===== config.mk =====
export PLATFORM = sky130hd
export DESIGN_NAME = latency_pop_adapter_flat
export DESIGN_NICKNAME = d
export VERILOG_FILES = /design/src/rtl/latency_pop_adapter_if.sv /design/src/rtl/latency_pop_adapter.sv /design/src/flat_wrapper.sv
export SDC_FILE = /design/constraint.sdc
export NUM_CORES = 1
export LEC_CHECK = 0
export CAP_MARGIN = 20
export CORE_ASPECT_RATIO = 1.1
export CORE_MARGIN = 2
export CORE_UTILIZATION = 45
export CTS_CLUSTER_SIZE = 25
export DETAILED_ROUTE_END_ITERATION = 10
export GPL_TIMING_DRIVEN = 0
export PLACE_DENSITY = 0.66
export SLEW_MARGIN = 20
export SYNTH_ARGS = -nofsm -noshare
export SYNTH_HDL_FRONTEND = slang
export SYNTH_SLANG_ARGS = --single-unit

===== constraint.sdc =====
create_clock -name clk -period 3.3 [get_ports clk]
set_input_delay 0.66 -clock clk [delete_from_list [all_inputs] [get_ports clk]]
set_output_delay 0.66 -clock clk [all_outputs]
set_load 0.1 [all_outputs]

===== src/rtl/latency_pop_adapter_if.sv =====
// Source-side pop/data and consumer-side valid/ready signals of latency_pop_adapter.
// slave is the adapter's view; master is the view of whatever drives it.
interface latency_pop_adapter_if #(
    parameter int WIDTH = 8
);
    logic             src_may_pop;
    logic             src_pop;
    logic [WIDTH-1:0] src_data;
    logic             out_valid;
    logic             out_ready;
    logic [WIDTH-1:0] out_data;

    modport slave (
        input  src_may_pop, src_data, out_ready,
        output src_pop, out_valid, out_data
    );

    modport master (
        output src_may_pop, src_data, out_ready,
        input  src_pop, out_valid, out_data
    );
endinterface


===== src/rtl/latency_pop_adapter.sv =====
// Turns a fixed-latency pop source into a valid/ready stream using credit-limited pops.
// Optional macro LATENCY_POP_ADAPTER_STATS_EN adds saturating beat/stall counters.
module latency_pop_adapter #(
    parameter int WIDTH     = 8,
    parameter int LATENCY   = 2,
    parameter int BUF_DEPTH = 3
) (
    input  logic                 clk,
    input  logic                 rst,
    latency_pop_adapter_if.slave bus
`ifdef LATENCY_POP_ADAPTER_STATS_EN
    ,
    output logic [31:0]          stat_beats,
    output logic [31:0]          stat_stalls
`endif
);
    localparam int OW = $clog2(BUF_DEPTH + 1);
    localparam int PW = (BUF_DEPTH > 1) ? $clog2(BUF_DEPTH) : 1;
    localparam int CW = $clog2(BUF_DEPTH + LATENCY + 1) + 1;

    logic [LATENCY-1:0] pipe_q, pipe_d;
    logic [OW-1:0]      occ_q, occ_d;
    logic [PW-1:0]      head_q, head_d, tail_q, tail_d;
    logic [WIDTH-1:0]   mem_q [BUF_DEPTH];
    logic [CW-1:0]      inflight, used;
    logic               out_vld, deq, cap, pop;

    function automatic logic [PW-1:0] wrap_inc(input logic [PW-1:0] p);
        return (p == PW'(BUF_DEPTH - 1)) ? '0 : p + PW'(1);
    endfunction

    always_comb begin
        inflight = '0;
        for (int i = 0; i < LATENCY; i++) inflight = inflight + CW'(pipe_q[i]);
    end

    assign out_vld = (occ_q != '0);
    assign deq     = out_vld && bus.out_ready;
    assign cap     = pipe_q[LATENCY-1];
    // Every buffered or returning word holds a slot; a slot freed this cycle is reusable now.
    assign used    = CW'(occ_q) + inflight - CW'(deq);
    assign pop     = !rst && bus.src_may_pop && (used < CW'(BUF_DEPTH));

    always_comb begin
        pipe_d    = '0;
        pipe_d[0] = pop;
        for (int i = 1; i < LATENCY; i++) pipe_d[i] = pipe_q[i-1];
        head_d = deq ? wrap_inc(head_q) : head_q;
        tail_d = cap ? wrap_inc(tail_q) : tail_q;
        occ_d  = occ_q + OW'(cap) - OW'(deq);
    end

    always_ff @(posedge clk) begin
        if (rst) begin
            pipe_q <= '0;
            occ_q  <= '0;
            head_q <= '0;
            tail_q <= '0;
            for (int i = 0; i < BUF_DEPTH; i++) mem_q[i] <= '0;
        end else begin
            pipe_q <= pipe_d;
            occ_q  <= occ_d;
            head_q <= head_d;
            tail_q <= tail_d;
            if (cap) mem_q[tail_q] <= bus.src_data;
        end
    end

    assign bus.src_pop   = pop;
    assign bus.out_valid = out_vld;
    assign bus.out_data  = mem_q[head_q];

`ifdef LATENCY_POP_ADAPTER_STATS_EN
    logic [31:0] beats_q, stalls_q;

    always_ff @(posedge clk) begin
        if (rst) begin
            beats_q  <= '0;
            stalls_q <= '0;
        end else begin
            if (deq && beats_q != '1) beats_q <= beats_q + 32'd1;
            if (out_vld && !bus.out_ready && stalls_q != '1) stalls_q <= stalls_q + 32'd1;
        end
    end

    assign stat_beats  = beats_q;
    assign stat_stalls = stalls_q;
`endif
endmodule

===== src/flat_wrapper.sv =====
// flat-port wrapper written by rule: the top's interface ports become plain ports
module latency_pop_adapter_flat 
#(
    parameter int WIDTH     = 8,
    parameter int LATENCY   = 2,
    parameter int BUF_DEPTH = 3
)
  (clk, rst, bus_src_may_pop, bus_src_data, bus_out_ready, bus_src_pop, bus_out_valid, bus_out_data);
  latency_pop_adapter_if #(.WIDTH(WIDTH)) bus_i ();
  input  logic clk;
  input  logic rst;
  input wire logic [$bits(bus_i.src_may_pop)-1:0] bus_src_may_pop;
  input wire logic [$bits(bus_i.src_data)-1:0] bus_src_data;
  input wire logic [$bits(bus_i.out_ready)-1:0] bus_out_ready;
  output wire logic [$bits(bus_i.src_pop)-1:0] bus_src_pop;
  output wire logic [$bits(bus_i.out_valid)-1:0] bus_out_valid;
  output wire logic [$bits(bus_i.out_data)-1:0] bus_out_data;
  assign bus_i.src_may_pop = bus_src_may_pop;
  assign bus_i.src_data = bus_src_data;
  assign bus_i.out_ready = bus_out_ready;
  assign bus_src_pop = bus_i.src_pop;
  assign bus_out_valid = bus_i.out_valid;
  assign bus_out_data = bus_i.out_data;
  latency_pop_adapter #(.WIDTH(WIDTH), .LATENCY(LATENCY), .BUF_DEPTH(BUF_DEPTH)) u_core (.clk(clk), .rst(rst), .bus(bus_i));
endmodule

==> impl_summary.txt <==
----------------------------------------------------
[Status]
  Status ... complete, no violations

[Critical path]
  FF-to-FF setup slack ... about 1.4 ns
  Launching point of the worst reg2reg path ... u_core.pipe_q[1]
  Crit end category ... output port
  Data arrival time of the worst path ... roughly 2.5 ns
  Worst R2R End ... u_core.pipe_q[0]
  Kind of start point of the critical path ... register
  Cell with the largest stage delay on the worst path ... sky130_fd_sc_hd__clkdlybuf4s50_1
  Required time of the critical path ... ~2.6 ns
  Critical path peak fanout ... 8
  Slowest Stage Delay on Critical Path ... roughly 1.1 ns
  Critical path type ... reg -> out
  Logic depth of the worst register-to-register path ... 8
  Cell-by-cell trace of the critical path ... clkbuf_1 > mux4_2 > clkdlybuf4s50_1

[Synthesis]
  Async set or reset register ratio after synthesis ... 0
  Most frequently used cell type in the post-synthesis netlist ... sky130_fd_sc_hd__edfxtp_1
  Nets in the synthesized netlist ... 148
  Register bit count reported by yosys ... 42
  Netlist cell types ... 29
  Cells taking the most area after synthesis ... sky130_fd_sc_hd__edfxtp_1, sky130_fd_sc_hd__dfxtp_1, sky130_fd_sc_hd__mux4_2, sky130_fd_sc_hd__and2_1, sky130_fd_sc_hd__ha_1
  Sequential element share of the synthesized area ... 0.605
  Post-Synthesis Cell Area ... between 0.0015 and 0.002 mm^2
  Most common library cells after synthesis ... sky130_fd_sc_hd__edfxtp_1, sky130_fd_sc_hd__and2_1, sky130_fd_sc_hd__dfxtp_1
  Avg Synthesized Cell Area ... between 10 and 15 um^2
  Yosys warning total ... 0
  Fraction of post-synthesis cell area in the top cell type by area ... 0.501
  Primary flip-flop cell chosen by synthesis mapping ... sky130_fd_sc_hd__edfxtp_1
  Cell type contributing the most total cell area after synthesis ... sky130_fd_sc_hd__edfxtp_1
  Count of flip-flops with a built-in enable after synthesis ... 32
  Number of instances in the synthesized netlist ... 130

[Power and ir drop]
  Switching power total ... around 550 uW
  Static power due to leakage ... around 0.00086 uW
  Relative contribution of sequential cells to total power ... 0.384
  Switching power share of the total ... 0.337
  Relative contribution of the clock network to total power ... 0.294
  PwrDens ... between 700 and 800 mW/mm^2
  Internal Dissipation ... 1090 uW
  Combinational group share of total power ... 0.322
  Maximum ir drop on the vdd rail ... between 0.0003 and 0.0004 V

[GRT]
  Global-route wire length before repair ... around 5700 um
  Vias in the first global route ... around 1,200
  Maximum number of pins on one net before global-route repair ... 15
  Sum of overflow across all layers after global routing ... 0
  Antenna violations before repair ... 0
  Aggregate global-route resource usage ... 0.166

[Floorplan]
  DIE WIDTH ... approximately 66 um
  Core Area ... between 0.004 and 0.005 mm^2
  Area enclosed by the die boundary ... 0.00480 mm^2
  Row Count ... 24
  Initial standard-cell utilization of the core ... 0.477
  Die Y-Extent ... just over 70 um
  Number of ports placed on the die boundary ... 22

[Routing]
  Via Count ... approximately 1,100
  DR DRC count ... 0
  Post-detailed-route count of antenna-violating nets ... 0
  Sum of routed wire length over all layers ... 3300 um
  Wire per inst ... 15.6 um
  Vias per cell ... 5.07
  First-pass iteration count of the detailed router ... 4
  Number of design-rule violations left by the first detailed-router iteration ... 48

[Placed design]
  Final Wtd Congestion ... between 0.7 and 0.8
  Placed inst area ... 0.00218 mm^2
  Placed wire-length estimate after detailed placement ... about 2200 um
  Number of buffer cells added on primary ports ... 20
  Worst-case setup slack after placement ... -1.21 ns

[Clocking]
  Inserted Clock Buffers ... 5
  Number of sinks handled by clock tree synthesis ... 42
  # hold bufs at CTS ... 0
  Root Buffer Master ... sky130_fd_sc_hd__clkbuf_8
  Clk slew on worst S/H paths ... ~0.080 ns
  Maximum root-to-sink buffer count ... 2
  Insertion delay of the later-clocked pin in the worst-skew pair ... around 0.3 ns
  Number of H-tree levels ... 2
  TritonCTS clock tree ... done

[Worst hold path]
  Worst hold endpoint ... u_core.pipe_q[1]
  Hold Path Origin ... u_core.pipe_q[0]
  Cell depth of the worst hold path ... 1
  Worst hold path class ... reg -> reg

[Finish]
  Final standard cell utilization of the core ... 0.583
  Layout Cell Area excl Fill ... between 0.002 and 0.0025 mm^2
  Ratio of cells with drive above 1 in the final layout ... 0.220
  Area growth from synthesis to layout ... 22.3%
  Antenna diode count ... 0
  Number of nets in the layout ... between 150 and 200
  Number of fill cells ... ~330

[Timing]
  RSZ-0062 raised after global routing ... no
  Fmax achieved ... around 320 MHz
  Slew of the pin with the lowest slew margin ... a little under 1 ns
  Final hold violation count ... 0
  Setup violation total in the final timing report ... 0
  Shortest period the worst path allows ... about 3.1 ns
  Final worst-path setup slack ... around 0.18 ns
  Remaining max-slew budget at the tightest pin ... 0.351
  Final critical-path share of the clock period ... 0.945
  Clk_skew ... 0.00588 ns
  Max Transition Viols Final ... 0

[Job]
  Number of violations of the max-capacitance limit ... 0

----------------------------------------------------
[area by class of cell]
class | count | area (um^2) | share of cell area
sequential | 42 | 1160 | 0.495
multi-input combinational | 79 | 723 | 0.308
timing repair buffer | 21 | 213 | 0.0907
clock buffer | 5 | 68.8 | 0.0293
clock inverter | 3 | 68.8 | 0.0293
tap | 52 | 65.1 | 0.0277
buffer | 5 | 31.3 | 0.0133
inverter | 4 | 15.0 | 0.00640
[registers in the layout (all words and copies together) (netlist names), named ones only]
signal / count
u_core.tail_q: 2
u_core.occ_q: 2
u_core.pipe_q: 2
u_core.head_q: 2
u_core.mem_q: 32
[power groups by stage]
| stage | combinational (uW) | clock (uW) | sequential, uW |
|---|---|---|---|
| floorplan | 406 | 0 | 638 |
| global placement | 505 | 0 | 641 |
| detailed placement | 514 | 0 | 644 |
| CTS | 528 | 490 | 632 |
| global route | 567 | 510 | 637 |
| finish | 530 | 484 | 632 |
[per-stage QoR]
stage	cells	hold WS [ns]	TNS [ns]	power (uW)
2_1_floorplan	130	0.445	0	1040
3_3_place_gp	202	0.461	-1.14	1150
3_5_place_dp	202	0.468	-1.21	1160
4_1_cts	210	0.481	0	1650
5_1_grt	211	0.510	0	1710
6_report	211	0.479	0	1650
[cells by family after synthesis]
| logic type | count (synthesis) | synth area share |
|---|---|---|
| AO/OA/AOI/OAI | 7 | 0.0202 |
| XOR/XNOR | 1 | 0.00457 |
| adder cells (fa/ha/maj) | 6 | 0.0431 |
| AND/OR/NAND/NOR | 53 | 0.187 |
| flip-flops | 42 | 0.605 |
| multiplexers | 12 | 0.116 |
| buffers and inverters | 9 | 0.0241 |
[critical path, delay by kind of cell, from the launching register on]
kind | cells | cell delay (ns)
buffers and inverters | 2 | 1.54
DFF | 1 | 0.31
muxes | 1 | 0.31
[placed cells by master, fill, tap and decap left out, drive strengths merged]
master         count
nand2              5
or2                4
xnor2              1
ha                 5
a21oi              4
nand3              1
o21ai              3
and4b              3
nor4b              1
bufinv             2
and4bb             3
edfxtp            32
mux4               8
buf                5
nand2b             1
clkinv             1
mux2               2
and2              24
inv                4
nor2b              4
fa                 1
dfxtp             10
or3                1
clkdlybuf4s50     18
nor2               6
mux2i              2
clkbuf             8
[per-layer routing]
layer  GRT usage  share of wire  vias to the layer above
met2       0.279           0.51                       17
met1       0.201           0.44                      516
met3      0.0434          0.034                        5
met5           0              0                        -
li1            -              -                      531
met4      0.0680          0.018                        0
[worst max-delay path by stage]
| stage | from | end | slack [ns] | depth (start not counted) |
|---|---|---|---|---|
| CTS | bus_out_ready | bus_src_pop | 0.02 | 9 |
| floorplan | bus_out_ready | bus_src_pop | 0.24 | 7 |
| global placement | bus_out_ready | bus_src_pop | -1.14 | 9 |
| detailed placement | bus_out_ready | bus_src_pop | -1.21 | 9 |
| finish | register | bus_out_data[5] | 0.18 | 3 |
| global route | u_core.pipe_q[1] | bus_src_pop | 0.08 | 9 |
[repair_timing]
action / CTS / global route
setup buffers: 0 / 1
resized for setup: 12 / 5
setup endpoints to repair: 1 / 1
pin swaps: 1 / 2
(Power assumes the default switching activity.)
